$ cat src/rtl/multicycle_cu_if.sv
// Control-unit bundle between the multicycle_cu FSM and the datapath/memory side.
// MULTICYCLE_CU_STALL_EN adds the stall input.
interface multicycle_cu_if #(
    parameter int unsigned OPW = 3
);
    logic [OPW-1:0] opcode;
    logic           mem_ready;
`ifdef MULTICYCLE_CU_STALL_EN
    logic           stall;
`endif
    logic           mem_read;
    logic           mem_write;
    logic           i_or_d;
    logic           ir_write;
    logic           pc_write;
    logic           pc_write_cond;
    logic [1:0]     pc_src;
    logic           alu_src_a;
    logic [1:0]     alu_src_b;
    logic [1:0]     alu_op;
    logic           ext_op;
    logic           reg_dest;
    logic           reg_write;
    logic           mem_to_reg;
    logic           instr_done;
    logic           illegal;

    modport master (
`ifdef MULTICYCLE_CU_STALL_EN
        input  stall,
`endif
        input  opcode, mem_ready,
        output mem_read, mem_write, i_or_d, ir_write, pc_write, pc_write_cond,
               pc_src, alu_src_a, alu_src_b, alu_op, ext_op, reg_dest,
               reg_write, mem_to_reg, instr_done, illegal
    );

    modport slave (
`ifdef MULTICYCLE_CU_STALL_EN
        output stall,
`endif
        output opcode, mem_ready,
        input  mem_read, mem_write, i_or_d, ir_write, pc_write, pc_write_cond,
               pc_src, alu_src_a, alu_src_b, alu_op, ext_op, reg_dest,
               reg_write, mem_to_reg, instr_done, illegal
    );
endinterface

$ cat src/rtl/multicycle_cu.sv
// Multi-cycle control unit: FETCH/DECODE/EXECUTE/MEMORY/WRITEBACK sequencer for a
// shared-memory datapath. MULTICYCLE_CU_STALL_EN adds a state-holding stall input.
module multicycle_cu #(
    parameter int unsigned OPW      = 3,
    parameter int unsigned OP_RTYPE = 0,
    parameter int unsigned OP_ADDI  = 1,
    parameter int unsigned OP_SW    = 2,
    parameter int unsigned OP_LW    = 4,
    parameter int unsigned OP_BEQ   = 6,
    parameter int unsigned OP_JMP   = 7
) (
    input  logic             clk,
    input  logic             rst,
    multicycle_cu_if.master  cu
);

    typedef enum logic [3:0] {
        S_FETCH  = 4'd0,
        S_DECODE = 4'd1,
        S_MEMADR = 4'd2,
        S_MEMRD  = 4'd3,
        S_MEMWB  = 4'd4,
        S_MEMWR  = 4'd5,
        S_EXEC_R = 4'd6,
        S_EXEC_I = 4'd7,
        S_ALUWB  = 4'd8,
        S_BRANCH = 4'd9,
        S_JUMP   = 4'd10
    } state_t;

    typedef struct packed {
        logic       mem_read;
        logic       mem_write;
        logic       i_or_d;
        logic       pc_write;
        logic       pc_write_cond;
        logic [1:0] pc_src;
        logic       alu_src_a;
        logic [1:0] alu_src_b;
        logic [1:0] alu_op;
        logic       ext_op;
        logic       reg_dest;
        logic       reg_write;
        logic       mem_to_reg;
        logic       instr_done;
        logic       in_fetch;
        logic       in_decode;
        logic       in_memwr;
    } ctl_t;

    state_t state;
    state_t state_n;
    ctl_t   ctl_q;
    logic   rtype_q;
    logic   rtype_n;
    logic   lw_q;
    logic   lw_n;
    logic   stall_c;
    logic   take_c;
    logic   legal_c;
    logic   live_c;
    logic   run_c;

`ifdef MULTICYCLE_CU_STALL_EN
    assign stall_c = cu.stall;
`else
    assign stall_c = 1'b0;
`endif

    assign legal_c = (cu.opcode == OPW'(OP_RTYPE)) || (cu.opcode == OPW'(OP_ADDI)) ||
                     (cu.opcode == OPW'(OP_SW))    || (cu.opcode == OPW'(OP_LW))   ||
                     (cu.opcode == OPW'(OP_BEQ))   || (cu.opcode == OPW'(OP_JMP));

    // Successor state ignoring stall.
    function automatic state_t next_state(state_t s, logic [OPW-1:0] op, logic ready,
                                          logic lw);
        state_t n;
        n = S_FETCH;
        case (s)
            S_FETCH:  n = ready ? S_DECODE : S_FETCH;
            S_DECODE: begin
                if (op == OPW'(OP_LW) || op == OPW'(OP_SW)) n = S_MEMADR;
                else if (op == OPW'(OP_RTYPE))              n = S_EXEC_R;
                else if (op == OPW'(OP_ADDI))               n = S_EXEC_I;
                else if (op == OPW'(OP_BEQ))                n = S_BRANCH;
                else if (op == OPW'(OP_JMP))                n = S_JUMP;
                else                                        n = S_FETCH;
            end
            S_MEMADR: n = lw ? S_MEMRD : S_MEMWR;
            S_MEMRD:  n = ready ? S_MEMWB : S_MEMRD;
            S_MEMWR:  n = ready ? S_FETCH : S_MEMWR;
            S_EXEC_R: n = S_ALUWB;
            S_EXEC_I: n = S_ALUWB;
            default:  n = S_FETCH;
        endcase
        return n;
    endfunction

    // Moore control word of a state; rtype selects the ALUWB destination register.
    function automatic ctl_t decode(state_t s, logic rtype);
        ctl_t c;
        c = '0;
        case (s)
            S_FETCH: begin
                c.mem_read  = 1'b1;
                c.alu_src_b = 2'd1;
                c.in_fetch  = 1'b1;
            end
            S_DECODE: begin
                c.alu_src_b = 2'd2;
                c.ext_op    = 1'b1;
                c.in_decode = 1'b1;
            end
            S_MEMADR: begin
                c.alu_src_a = 1'b1;
                c.alu_src_b = 2'd2;
                c.ext_op    = 1'b1;
            end
            S_MEMRD: begin
                c.mem_read = 1'b1;
                c.i_or_d   = 1'b1;
            end
            S_MEMWB: begin
                c.reg_write  = 1'b1;
                c.mem_to_reg = 1'b1;
                c.instr_done = 1'b1;
            end
            S_MEMWR: begin
                c.mem_write = 1'b1;
                c.i_or_d    = 1'b1;
                c.in_memwr  = 1'b1;
            end
            S_EXEC_R: begin
                c.alu_src_a = 1'b1;
                c.alu_op    = 2'd2;
            end
            S_EXEC_I: begin
                c.alu_src_a = 1'b1;
                c.alu_src_b = 2'd2;
                c.ext_op    = 1'b1;
            end
            S_ALUWB: begin
                c.reg_write  = 1'b1;
                c.reg_dest   = rtype;
                c.instr_done = 1'b1;
            end
            S_BRANCH: begin
                c.alu_src_a     = 1'b1;
                c.alu_op        = 2'd1;
                c.pc_write_cond = 1'b1;
                c.pc_src        = 2'd1;
                c.instr_done    = 1'b1;
            end
            S_JUMP: begin
                c.pc_write   = 1'b1;
                c.pc_src     = 2'd2;
                c.instr_done = 1'b1;
            end
            default: c = '0;
        endcase
        return c;
    endfunction

    assign state_n = stall_c ? state : next_state(state, cu.opcode, cu.mem_ready, lw_q);
    assign take_c  = (state == S_DECODE) && !stall_c;
    assign rtype_n = take_c ? (cu.opcode == OPW'(OP_RTYPE)) : rtype_q;
    assign lw_n    = take_c ? (cu.opcode == OPW'(OP_LW))    : lw_q;

    // State, held instruction type and the control word of the state being entered.
    always_ff @(posedge clk or posedge rst) begin
        if (rst) begin
            state   <= S_FETCH;
            rtype_q <= 1'b0;
            lw_q    <= 1'b0;
            ctl_q   <= decode(S_FETCH, 1'b0);
        end else begin
            state   <= state_n;
            rtype_q <= rtype_n;
            lw_q    <= lw_n;
            ctl_q   <= decode(state_n, rtype_n);
        end
    end

    // Everything is silenced during reset; stall additionally masks requests and enables.
    assign live_c = ~rst;
    assign run_c  = live_c & ~stall_c;

    assign cu.mem_read      = ctl_q.mem_read & run_c;
    assign cu.mem_write     = ctl_q.mem_write & run_c;
    assign cu.i_or_d        = ctl_q.i_or_d & live_c;
    assign cu.ir_write      = ctl_q.in_fetch & cu.mem_ready & run_c;
    assign cu.pc_write      = (ctl_q.pc_write | (ctl_q.in_fetch & cu.mem_ready)) & run_c;
    assign cu.pc_write_cond = ctl_q.pc_write_cond & run_c;
    assign cu.pc_src        = ctl_q.pc_src & {2{live_c}};
    assign cu.alu_src_a     = ctl_q.alu_src_a & live_c;
    assign cu.alu_src_b     = ctl_q.alu_src_b & {2{live_c}};
    assign cu.alu_op        = ctl_q.alu_op & {2{live_c}};
    assign cu.ext_op        = ctl_q.ext_op & live_c;
    assign cu.reg_dest      = ctl_q.reg_dest & live_c;
    assign cu.reg_write     = ctl_q.reg_write & run_c;
    assign cu.mem_to_reg    = ctl_q.mem_to_reg & live_c;
    assign cu.instr_done    = (ctl_q.instr_done | (ctl_q.in_memwr & cu.mem_ready)) & run_c;
    assign cu.illegal       = ctl_q.in_decode & ~legal_c & run_c;

endmodule

$ cat src/flat_wrapper.sv
// flat-port wrapper written by rule: the top's interface ports become plain ports
module multicycle_cu_flat 
#(
    parameter int unsigned OPW      = 3,
    parameter int unsigned OP_RTYPE = 0,
    parameter int unsigned OP_ADDI  = 1,
    parameter int unsigned OP_SW    = 2,
    parameter int unsigned OP_LW    = 4,
    parameter int unsigned OP_BEQ   = 6,
    parameter int unsigned OP_JMP   = 7
)
  (clk, rst, cu_opcode, cu_mem_ready, cu_mem_read, cu_mem_write, cu_i_or_d, cu_ir_write, cu_pc_write, cu_pc_write_cond, cu_pc_src, cu_alu_src_a, cu_alu_src_b, cu_alu_op, cu_ext_op, cu_reg_dest, cu_reg_write, cu_mem_to_reg, cu_instr_done, cu_illegal);
  multicycle_cu_if #(.OPW(OPW)) cu_i ();
  input  logic clk;
  input  logic rst;
  input wire logic [$bits(cu_i.opcode)-1:0] cu_opcode;
  input wire logic [$bits(cu_i.mem_ready)-1:0] cu_mem_ready;
  output wire logic [$bits(cu_i.mem_read)-1:0] cu_mem_read;
  output wire logic [$bits(cu_i.mem_write)-1:0] cu_mem_write;
  output wire logic [$bits(cu_i.i_or_d)-1:0] cu_i_or_d;
  output wire logic [$bits(cu_i.ir_write)-1:0] cu_ir_write;
  output wire logic [$bits(cu_i.pc_write)-1:0] cu_pc_write;
  output wire logic [$bits(cu_i.pc_write_cond)-1:0] cu_pc_write_cond;
  output wire logic [$bits(cu_i.pc_src)-1:0] cu_pc_src;
  output wire logic [$bits(cu_i.alu_src_a)-1:0] cu_alu_src_a;
  output wire logic [$bits(cu_i.alu_src_b)-1:0] cu_alu_src_b;
  output wire logic [$bits(cu_i.alu_op)-1:0] cu_alu_op;
  output wire logic [$bits(cu_i.ext_op)-1:0] cu_ext_op;
  output wire logic [$bits(cu_i.reg_dest)-1:0] cu_reg_dest;
  output wire logic [$bits(cu_i.reg_write)-1:0] cu_reg_write;
  output wire logic [$bits(cu_i.mem_to_reg)-1:0] cu_mem_to_reg;
  output wire logic [$bits(cu_i.instr_done)-1:0] cu_instr_done;
  output wire logic [$bits(cu_i.illegal)-1:0] cu_illegal;
  assign cu_i.opcode = cu_opcode;
  assign cu_i.mem_ready = cu_mem_ready;
  assign cu_mem_read = cu_i.mem_read;
  assign cu_mem_write = cu_i.mem_write;
  assign cu_i_or_d = cu_i.i_or_d;
  assign cu_ir_write = cu_i.ir_write;
  assign cu_pc_write = cu_i.pc_write;
  assign cu_pc_write_cond = cu_i.pc_write_cond;
  assign cu_pc_src = cu_i.pc_src;
  assign cu_alu_src_a = cu_i.alu_src_a;
  assign cu_alu_src_b = cu_i.alu_src_b;
  assign cu_alu_op = cu_i.alu_op;
  assign cu_ext_op = cu_i.ext_op;
  assign cu_reg_dest = cu_i.reg_dest;
  assign cu_reg_write = cu_i.reg_write;
  assign cu_mem_to_reg = cu_i.mem_to_reg;
  assign cu_instr_done = cu_i.instr_done;
  assign cu_illegal = cu_i.illegal;
  multicycle_cu #(.OPW(OPW), .OP_RTYPE(OP_RTYPE), .OP_ADDI(OP_ADDI), .OP_SW(OP_SW), .OP_LW(OP_LW), .OP_BEQ(OP_BEQ), .OP_JMP(OP_JMP)) u_core (.clk(clk), .rst(rst), .cu(cu_i));
endmodule
$ cat config.mk
export PLATFORM = sky130hd
export DESIGN_NAME = multicycle_cu_flat
export DESIGN_NICKNAME = d
export VERILOG_FILES = /design/src/rtl/multicycle_cu_if.sv /design/src/rtl/multicycle_cu.sv /design/src/flat_wrapper.sv
export SDC_FILE = /design/constraint.sdc
export NUM_CORES = 1
export LEC_CHECK = 0
export ABC_AREA = 0
export CORE_MARGIN = 2
export CORE_UTILIZATION = 49
export CTS_CLUSTER_DIAMETER = 60
export DETAILED_ROUTE_END_ITERATION = 7
export PLACE_DENSITY = 0.77
export SYNTH_ARGS = -nofsm -noshare
export SYNTH_HDL_FRONTEND = slang
export SYNTH_SLANG_ARGS = --single-unit
$ cat constraint.sdc
create_clock -name clk -period 2 [get_ports clk]
set_clock_uncertainty 0.2 [all_clocks]
set_input_delay 0.4 -clock clk [delete_from_list [all_inputs] [get_ports clk]]
set_output_delay 0.4 -clock clk [all_outputs]
set_load 0.01 [all_outputs]
==> results.yml <==
run_status:
  status: "finished clean"
pwr:
  seqPwrFrac_pct: 41.5
  power.switching_uw: 577
  pwr-share-comb_pct: 38.5
  p_clk_share_pct: 19.9
  internal_power_uw: 1120
  p_per_area_mw_per_mm2: 1140
  worst_ir_drop_vdd_uv: 1020
  p_leak_uw: 0.000772
  finalPower_uw: 1700
  swShare_pct: 33.9
cts:
  clk-insertion-delay-late_ps: 310
  postCtsHoldBufs: 0
  cts-buffers-inserted: 3
  htree_levels: 1
  cts_tree: "yes"
  clk_path_buf_depth: 2
  cts.reportedPaths.clkPinSlew_ps: 120
  cts-root-buf: "clkbuf_4"
  cts_num_sinks: 22
sta:
  slew_headroom_pct: 59.1
  fin_crit_sh_pct: 93.8
  max_freq_mhz: 533
  hold_violations: 0
  period_minus_slack_ps: 1880
  drv_slew: 0
  worst_slew_pin_slew_ps: 610
  fin_ws_ps: 124
  finalSetupViolations: 0
  rsz0062_at_grt: "false"
setup_path:
  rrSetupSlack_ps: 180
  critPathLaunchType: "register"
  path_class: "register to output port"
  critPathRequiredTime_ps: 1400
  rr_worst_depth: 4
  critPathMaxStageDelay_ps: 380
  path_delay_family: "simple AND/OR/NAND/NOR gates"
  cp_data_arrival_time_ps: 1280
  cp-end-kind: "output port"
  r2r-end: "u_core.ctl_q[11]$_DFF_PP0_"
  cp_slowest_cell: "dfstp_2"
  crit_buf_inv: 1
  rr_startpoint: "u_core.state[3]$_DFF_PP0_"
  path_cells: "and3_1 > or2_2 > buf_2"
  crit_path_max_fanout: 2
  startpoint: "u_core.ctl_q[2]$_DFF_PP1_"
global_route:
  overflow: 0
  grt_max_degree: 23
  antenna_found_initial: 0
  track_usage_pct: 20.4
  grt_pass1_wl_um: 3930
  grt_pass1_vias: 818
finish:
  final_util_pct: 67.8
  area_growth_pct: 31.9
  nets: 148
  fillers: 170
  drive_gt1_share_pct: 32.6
  antenna_cells: 0
placed_design:
  gp_congestion: 0.899
  dp_hpwl_um: 1590
  dp_slack_ps: -448
  io_buffer_count: 24
synth:
  synth_fp_nets: 112
  synth_cell_types: 38
  ys_ff_latch: 22
  synth.yosys.seq_area_share_pct: 49.2
  yosys-top-cells-area: "dfrtp_1 (42%), nor2b_1 (7.8%), dfstp_2 (7.0%)"
  synthCells: 106
  postSynthAreaPerCell_um2: 10.6
  yosysTopAreaCell: "dfrtp_1"
  synthesis.area_mm2: 0.00113
  synth_warnings: 0
  netlist.area_leader.share_pct: 42.2
routing:
  routed_wl_um: 2350
  via_per_inst: 5.31
  ant_nets: 0
  via_count: 898
  wl_per_cell_um: 13.9
  firstDrtPassIters: 4
  drc_errors: 0
  drt_iter0_drc: 14
min_path:
  hold_class: "input port to async pin"
floorplanning:
  io_pins: 25
  fp.dieH_um: 52.0
  die_x_um: 52.0
  initial_core_util_pct: 51.5
  fp.dieArea_mm2: 0.00270
  core-area_mm2: 0.00219
  rows: 17
flow_run:
  maxCapViolCount: 0
cells by family after synthesis:
| group | share of synthesized area [%] |
|---|---|
| AOI/OAI and AO/OA | 17.0 |
| xor gates and xnor gates | 1.55 |
| buffers and inverters | 5.44 |
| DFF | 49.2 |
| muxes | 0.999 |
| and+or+nand+nor | 25.9 |
power groups by stage:
stage	clock, uW	combinational [uW]	sequential [uW]
detailed placement	0	682	714
global placement	0	667	708
finish	339	656	707
global route	366	717	732
CTS	346	654	706
floorplan	0	499	678
worst max-delay path by stage:
stage | slack, ps | depth (start not counted) | end
detailed placement | -450 | 5 | cu_pc_write
floorplan | 40 | 3 | cu_pc_write
finish | 120 | 3 | cu_pc_write
global placement | -440 | 7 | u_core.ctl_q[19]$_DFF_PP1_
global route | 50 | 3 | cu_pc_write
CTS | -120 | 5 | cu_pc_write
cells in the mapped netlist:
master	n
nor2_1	8
nor3_1	3
and3b_4	1
or2_2	1
o311ai_0	1
and2_1	1
inv_1	4
and3_1	1
o31ai_2	2
nor4_1	1
clkbuf_1	4
nor4b_4	1
nand2_1	6
dfrtp_1	19
a31oi_4	1
o21a_1	3
o21ai_0	3
a21oi_1	7
and4bb_2	1
xor2_1	1
buf_2	1
a21o_1	2
nor2b_1	14
dfstp_2	3
nand2b_1	3
mux2_2	1
a31oi_1	1
nand2b_2	1
or4b_1	1
nor3b_1	1
buf_4	2
and4_1	1
buf_6	1
nand4b_1	1
o311ai_4	1
a21oi_2	1
xnor2_1	1
o31ai_1	1
sequential cells by signal, summed over array words and instances (netlist names):
signal,cells
u_core.lw_q,1
u_core.rtype_q,1
u_core.ctl_q,16
u_core.state,4
routing by layer:
layer | up-vias | GRT usage, % | routed length (um)
met5 | - | 0 | 0
met2 | 24 | 34.4 | 1240
met4 | 0 | 10.1 | 44
met3 | 8 | 2.87 | 106
met1 | 434 | 25.5 | 961
li1 | 432 | - | -
per-stage QoR:
step / setup TNS [ps] / hold WS (ps) / instance area [um2] / cells
floorplan: 0 / 198 / 1130 / 106
global placement: -8790 / 256 / 1450 / 162
detailed placement: -8970 / 260 / 1450 / 162
CTS: -119 / 290 / 1470 / 169
global route: 0 / 85.9 / 1490 / 169
finish: 0 / 74.2 / 1490 / 169
tightest hold or removal path, cell delays in order:
cell and delay [ps]:
dlymetal6s2s_1 130, inv_1 70, buf_4 110, buf_4 270
layout by cell type, fill, tap and decap left out, types with 4 or more instances in the layout:
cell type | Yosys | layout
dlygate4sd2_1 | 0 | 5
a21oi_1 | 7 | 7
clkdlybuf4s15_1 | 0 | 4
nor2_1 | 8 | 8
buf_4 | 2 | 15
nand2_1 | 6 | 6
inv_1 | 4 | 4
nor2b_1 | 14 | 14
dfrtp_1 | 19 | 19
buf_2 | 1 | 10
repair_timing:
| item | 4_1_cts | 5_1_grt |
|---|---|---|
| buffers inserted | 3 | 0 |
| pin swaps | 2 | 2 |
| setup endpoints to repair | 25 | 23 |
| resized for setup | 57 | 4 |
area by class of cell:
cell class	count	area [um2]	area share, %
Sequential cell	22	554	37.3
Multi-Input combinational cell	72	524	35.3
Timing Repair Buffer	39	305	20.5
Tap cell	28	35.0	2.36
Clock inverter	1	30.0	2.02
Clock buffer	3	22.5	1.52
Inverter	4	15.0	1.01
Power figures use the tool's default switching activity.
==> edit 1: new RTL, same settings <==
Make the reset (`rst`) synchronous in one clocked block.
--- a/src/rtl/multicycle_cu.sv
+++ b/src/rtl/multicycle_cu.sv
@@ -168,5 +168,5 @@
 
     // State, held instruction type and the control word of the state being entered.
-    always_ff @(posedge clk or posedge rst) begin
+    always_ff @(posedge clk) begin
         if (rst) begin
             state   <= S_FETCH;
Behaviour: same outputs for any inputs over 10 cycles, from zero or initial values and one cycle with rst high; that may be too few to reach the edited logic, so the function may still have changed.
==> edit 1 against the original RTL <==
- cell area shrank 1.1%
- die area fell by 7.1%
- worst hold slack gained 0.19 ns
- critical path type is now in -> out
- critical path depth up 1
- sequential cell count unchanged
- routed wire length up 5.5%
- area after synthesis shrank 7.7%
- setup slack got worse by 0.085 ns
Power is not compared: it rests on default switching activity, and its combinational part moved more than twofold at a synthesized area within 25%.
==> edit 1: results (changes against the original RTL) <==
Outcome
  – Outcome: completed

Detailed routing
  – Vias: 988 (+10%)
  – Routed length per instance: 13.11 um (-5.6%)
  – Metal1 wirelength: 1.093 mm (+14%)
  – Initial DRC count: 26 (+12)
  – DR WL met2: 1.256 mm (+1.7%)
  – Met3 WL post-DR: 69 um (-35%)
  – Detailed-route vias per instance: 5.228 (-1.6%)

Timing
  – Worst-Margin Slew: 0.3274 ns (-0.2822 ns)
  – Period minus WS final: 1.961 ns (+0.08497 ns)
  – Worst hold slack: 0.2625 ns (+0.1884 ns)

Global route
  – Met3 Track Usage GR: 2.727% (-0.15 points)
  – Largest net degree at the start of global routing: 13 (-43%)
  – M1 GR Usage: 29.28% (+3.8 points)
  – Global-route wire length before repair: 4.291 mm (+9.1%)

Critical path
  – Slowest cell delay on critical path: 0.29 ns (-0.09 ns)
  – Critical path's slowest cell: or2_2
  – R2R Path End: u_core.lw_q
  – Critical Path AT: 1.36 ns (+0.08 ns)

Synth
  – Async S/R FF share, synth: 0% (-100 points)
  – Top_reg_cell synth: dfxtp_1
  – Syn_area_per_cell: 8.603 um^2 (-19%)
  – Sequential cell area fraction in the yosys report: 42.31% (-6.9 points)

Cells and area
  – Flip-flop and latch area: 441.7 um^2 (-20%)
  – Nets: 169 (+14%)
  – Layout clock buffers: 4 (+1)
  – Finished layout cell area: 0.001470 mm^2 (-1.1%)

Min path
  – Worst Hold Class: reg -> reg

Placement
  – DP HPWL: 1.799 mm (+13%)
  – Placed Instances: 184 (+14%)
==> edit 1: power groups by stage <==
| stage | clock network (mW) | logic (mW) | registers, mW |
|---|---|---|---|
| 5_1_grt | 0.271 | 0.235 | 0.477 |
| 6_report | 0.247 | 0.216 | 0.474 |
| 4_1_cts | 0.245 | 0.214 | 0.473 |
| 3_5_place_dp | 0 | 0.218 | 0.483 |
| 2_1_floorplan | 0 | 0.119 | 0.480 |
| 3_3_place_gp | 0 | 0.212 | 0.481 |
==> edit 1: timing repair <==
action	CTS	global route
pin swaps	0	3
gates cloned	1	0
endpoints found under the setup margin	21	9
gates resized for setup	28	8
endpoints found under the hold margin	0	0
==> edit 1: cell families after synthesis <==
kind of cell	after synthesis	synth area share [%]
AND/OR/NAND/NOR	57	32.45
AO/OA/AOI/OAI	25	16.23
XOR/XNOR	2	1.683
buffers and inverters	15	7.330
flip-flops	22	42.31
==> edit 2: new RTL, same flow settings <==
Made on the original files. `OPW` is set to 3 in 3 places; all go to 6.
--- a/src/rtl/multicycle_cu_if.sv
+++ b/src/rtl/multicycle_cu_if.sv
@@ -2,5 +2,5 @@
 // MULTICYCLE_CU_STALL_EN adds the stall input.
 interface multicycle_cu_if #(
-    parameter int unsigned OPW = 3
+    parameter int unsigned OPW = 6
 );
     logic [OPW-1:0] opcode;
--- a/src/rtl/multicycle_cu.sv
+++ b/src/rtl/multicycle_cu.sv
@@ -2,5 +2,5 @@
 // shared-memory datapath. MULTICYCLE_CU_STALL_EN adds a state-holding stall input.
 module multicycle_cu #(
-    parameter int unsigned OPW      = 3,
+    parameter int unsigned OPW      = 6,
     parameter int unsigned OP_RTYPE = 0,
     parameter int unsigned OP_ADDI  = 1,
--- a/src/flat_wrapper.sv
+++ b/src/flat_wrapper.sv
@@ -2,5 +2,5 @@
 module multicycle_cu_flat 
 #(
-    parameter int unsigned OPW      = 3,
+    parameter int unsigned OPW      = 6,
     parameter int unsigned OP_RTYPE = 0,
     parameter int unsigned OP_ADDI  = 1,
Interface: changed (resized cu_opcode); port bits go from 25 to 28. The function was not compared with the original's and may differ.
==> edit 2 against the original RTL <==
- sequential cell count unchanged
- critical path depth up 2
- cell area up 17%
- setup slack worse by 0.21 ns
- count of clock-buffer cells in the layout unchanged
- area after synthesis down 0.33%
- routed wire length up 21%
- the run now ends with negative setup slack left
Power is not compared: it rests on default switching activity, and its combinational part moved more than twofold at a synthesized area within 25%.
==> edit 2: results (changes against the original RTL) <==
Outcome
  – Outcome: finished with violations
  – Violated checks: negative setup slack

Power
  – Peak VDD IR: 0.6982 mV
  – Leakage power: 0.9536 nW
  – Power Total: 1.127 mW

Detailed routing
  – Detailed-route vias per instance: 5.220 (-1.8%)
  – DR pass1 iterations: 4 (unchanged)
  – Routed WL: 2.843 mm (+21%)
  – Initial DRC count: 14 (unchanged)

Placement
  – GPL Wtd Cong: 0.8489 (-5.5%)
  – Port bufs: 27 (+13%)
  – Place WS: -0.4941 ns (-0.04596 ns)
  – DP HPWL: 1.994 mm (+26%)

Timing
  – Final WS setup: -0.08759 ns (-0.2113 ns)
  – Setup violations, final: 3 (+3)
  – Worst-Margin Slew: 0.4175 ns (-0.1921 ns)

Synth
  – Top cells by count, synth: 19 x dfrtp_1, 13 x nor2b_1, 11 x nor2_1
  – Net Count, Synth: 119 (+6.3%)
  – Sequential cell area fraction in the yosys report: 49.33% (+0.16 points)
  – Async S/R FF share, synth: 100.0% (unchanged)
  – Synthesis Warnings: 0 (unchanged)
  – Netlist cell types: 38 (unchanged)
  – Synth area leaders: dfrtp_1 42%, nor2b_1 7.2%, dfstp_2 7.0%

Cells and area
  – # diodes: 0 (unchanged)
  – Share of cells above drive strength 1: 33.74% (+1.1 points)
  – Top flop regs: u_core.ctl_q (16), u_core.state (4)
  – Nets: 173 (+17%)

Global route
  – Number of global-route vias before repair: 1,002 (+22%)
  – Global-route wire length before repair: 4.374 mm (+11%)
  – Initial antenna violation count: 0 (unchanged)
  – Total track usage: 22.26% (+1.8 points)
  – Largest net degree at the start of global routing: 17 (-26%)

Critical path
  – CP max FO: 5 (+3)
  – Critical Path AT: 2.14 ns (+0.86 ns)
  – Slowest cell delay on critical path: 0.60 ns (+0.22 ns)
  – Critical path's slowest cell: or4b_4
  – CP top delay family: simple AND/OR/NAND/NOR gates

Clock network
  – Worst-Skew Late Latency: 0.31 ns (about the same)
  – Clock buffer count from CTS: 3 (unchanged)
  – Htree depth: 1 (unchanged)
  – Clock Path Buffers: 2 (unchanged)
  – Root buf cell: clkbuf_4
  – Clk slew on worst S/H paths: 0.13 ns

Min path
  – Worst Hold Class: in -> async
==> edit 2: cell count changes after synthesis, moves of 3 or more <==
| cell | before | now |
|---|---|---|
| a21oi_1 | 7 | 4 |
| clkbuf_1 | 4 | 1 |
| inv_1 | 4 | 7 |
| nand3b_1 | 0 | 3 |
| nor2_1 | 8 | 11 |
| o21a_1 | 3 | 0 |
| or3_1 | 0 | 3 |
==> edit 2: metal layers <==
metal / global-route usage (%) / wire [um]
met3: 1.724 / 80
met4: 6.579 / 72
met1: 25.71 / 1114
met2: 43.04 / 1575
met5: 0 / 0
==> edit 2: metrics by stage <==
step,instance area [um^2],std cells,TNS [ns],utilization [%],hold slack (ns)
after global routing,1737,191,-0.4846,79.27,0.1409
final,1737,191,-0.1398,79.27,0.1280
after detailed placement,1584,185,-11.09,72.30,0.2788
after global placement,1584,185,-10.19,72.30,0.2593
after floorplan,1124,110,-0.03196,-,0.2094
after CTS,1692,190,-0.1534,77.21,0.1222
==> edit 2: cell type report <==
type	instances	area, um^2
Inverter	7	26.28
Sequential cell	22	554.3
Clock buffer	3	22.52
Fill cell	155	454.2
Tap cell	28	35.03
Multi-Input combinational cell	74	596.8
Timing Repair Buffer	56	471.7
Clock inverter	1	30.03
==> edit 2: logic make-up (layout without fill, tap and decap cells) <==
| family | count (synthesis) | in the layout | synth area share [%] |
|---|---|---|---|
| AOI/OAI and AO/OA | 16 | 16 | 11.69 |
| xor gates and xnor gates | 2 | 2 | 1.559 |
| buffers and inverters | 14 | 67 | 6.570 |
| DFF | 22 | 22 | 49.33 |
| and+or+nand+nor | 56 | 56 | 30.85 |
==> edit 2: final timing paths <==
kind,startpoint,to,depth (start not counted)
setup reg to reg,u_core.state[1],u_core.ctl_q[11],5
max in group asynchronous,rst,u_core.ctl_q[10],4
hold / removal,rst,u_core.ctl_q[4],4
min in group clk,u_core.rtype_q,u_core.rtype_q,2
hold reg to reg,u_core.rtype_q,u_core.rtype_q,2
setup / recovery,u_core.state[1],u_core.ctl_q[11],5
==> edit 2: worst register-to-register path: cells and delay by family (launching register included) <==
kind	cells	cell delay [ns]
and+or+nand+nor	4	1.28
AOI/OAI and AO/OA	1	0.13
DFF	1	0.43
==> edit 2: where the power goes <==
part,switching [mW],internal (mW),total (mW)
combinational,0.137,0.148,0.286
sequential,0.0166,0.488,0.504
clock,0.135,0.202,0.337
==> edit 2: what timing repair did <==
| item | CTS | global route |
|---|---|---|
| resized for setup | 42 | 9 |
| buffers inserted | 2 | 1 |
| setup endpoints to repair | 29 | 11 |
| gates cloned | 0 | 0 |
| pin swaps | 9 | 4 |
| hold buffers | 0 | 0 |
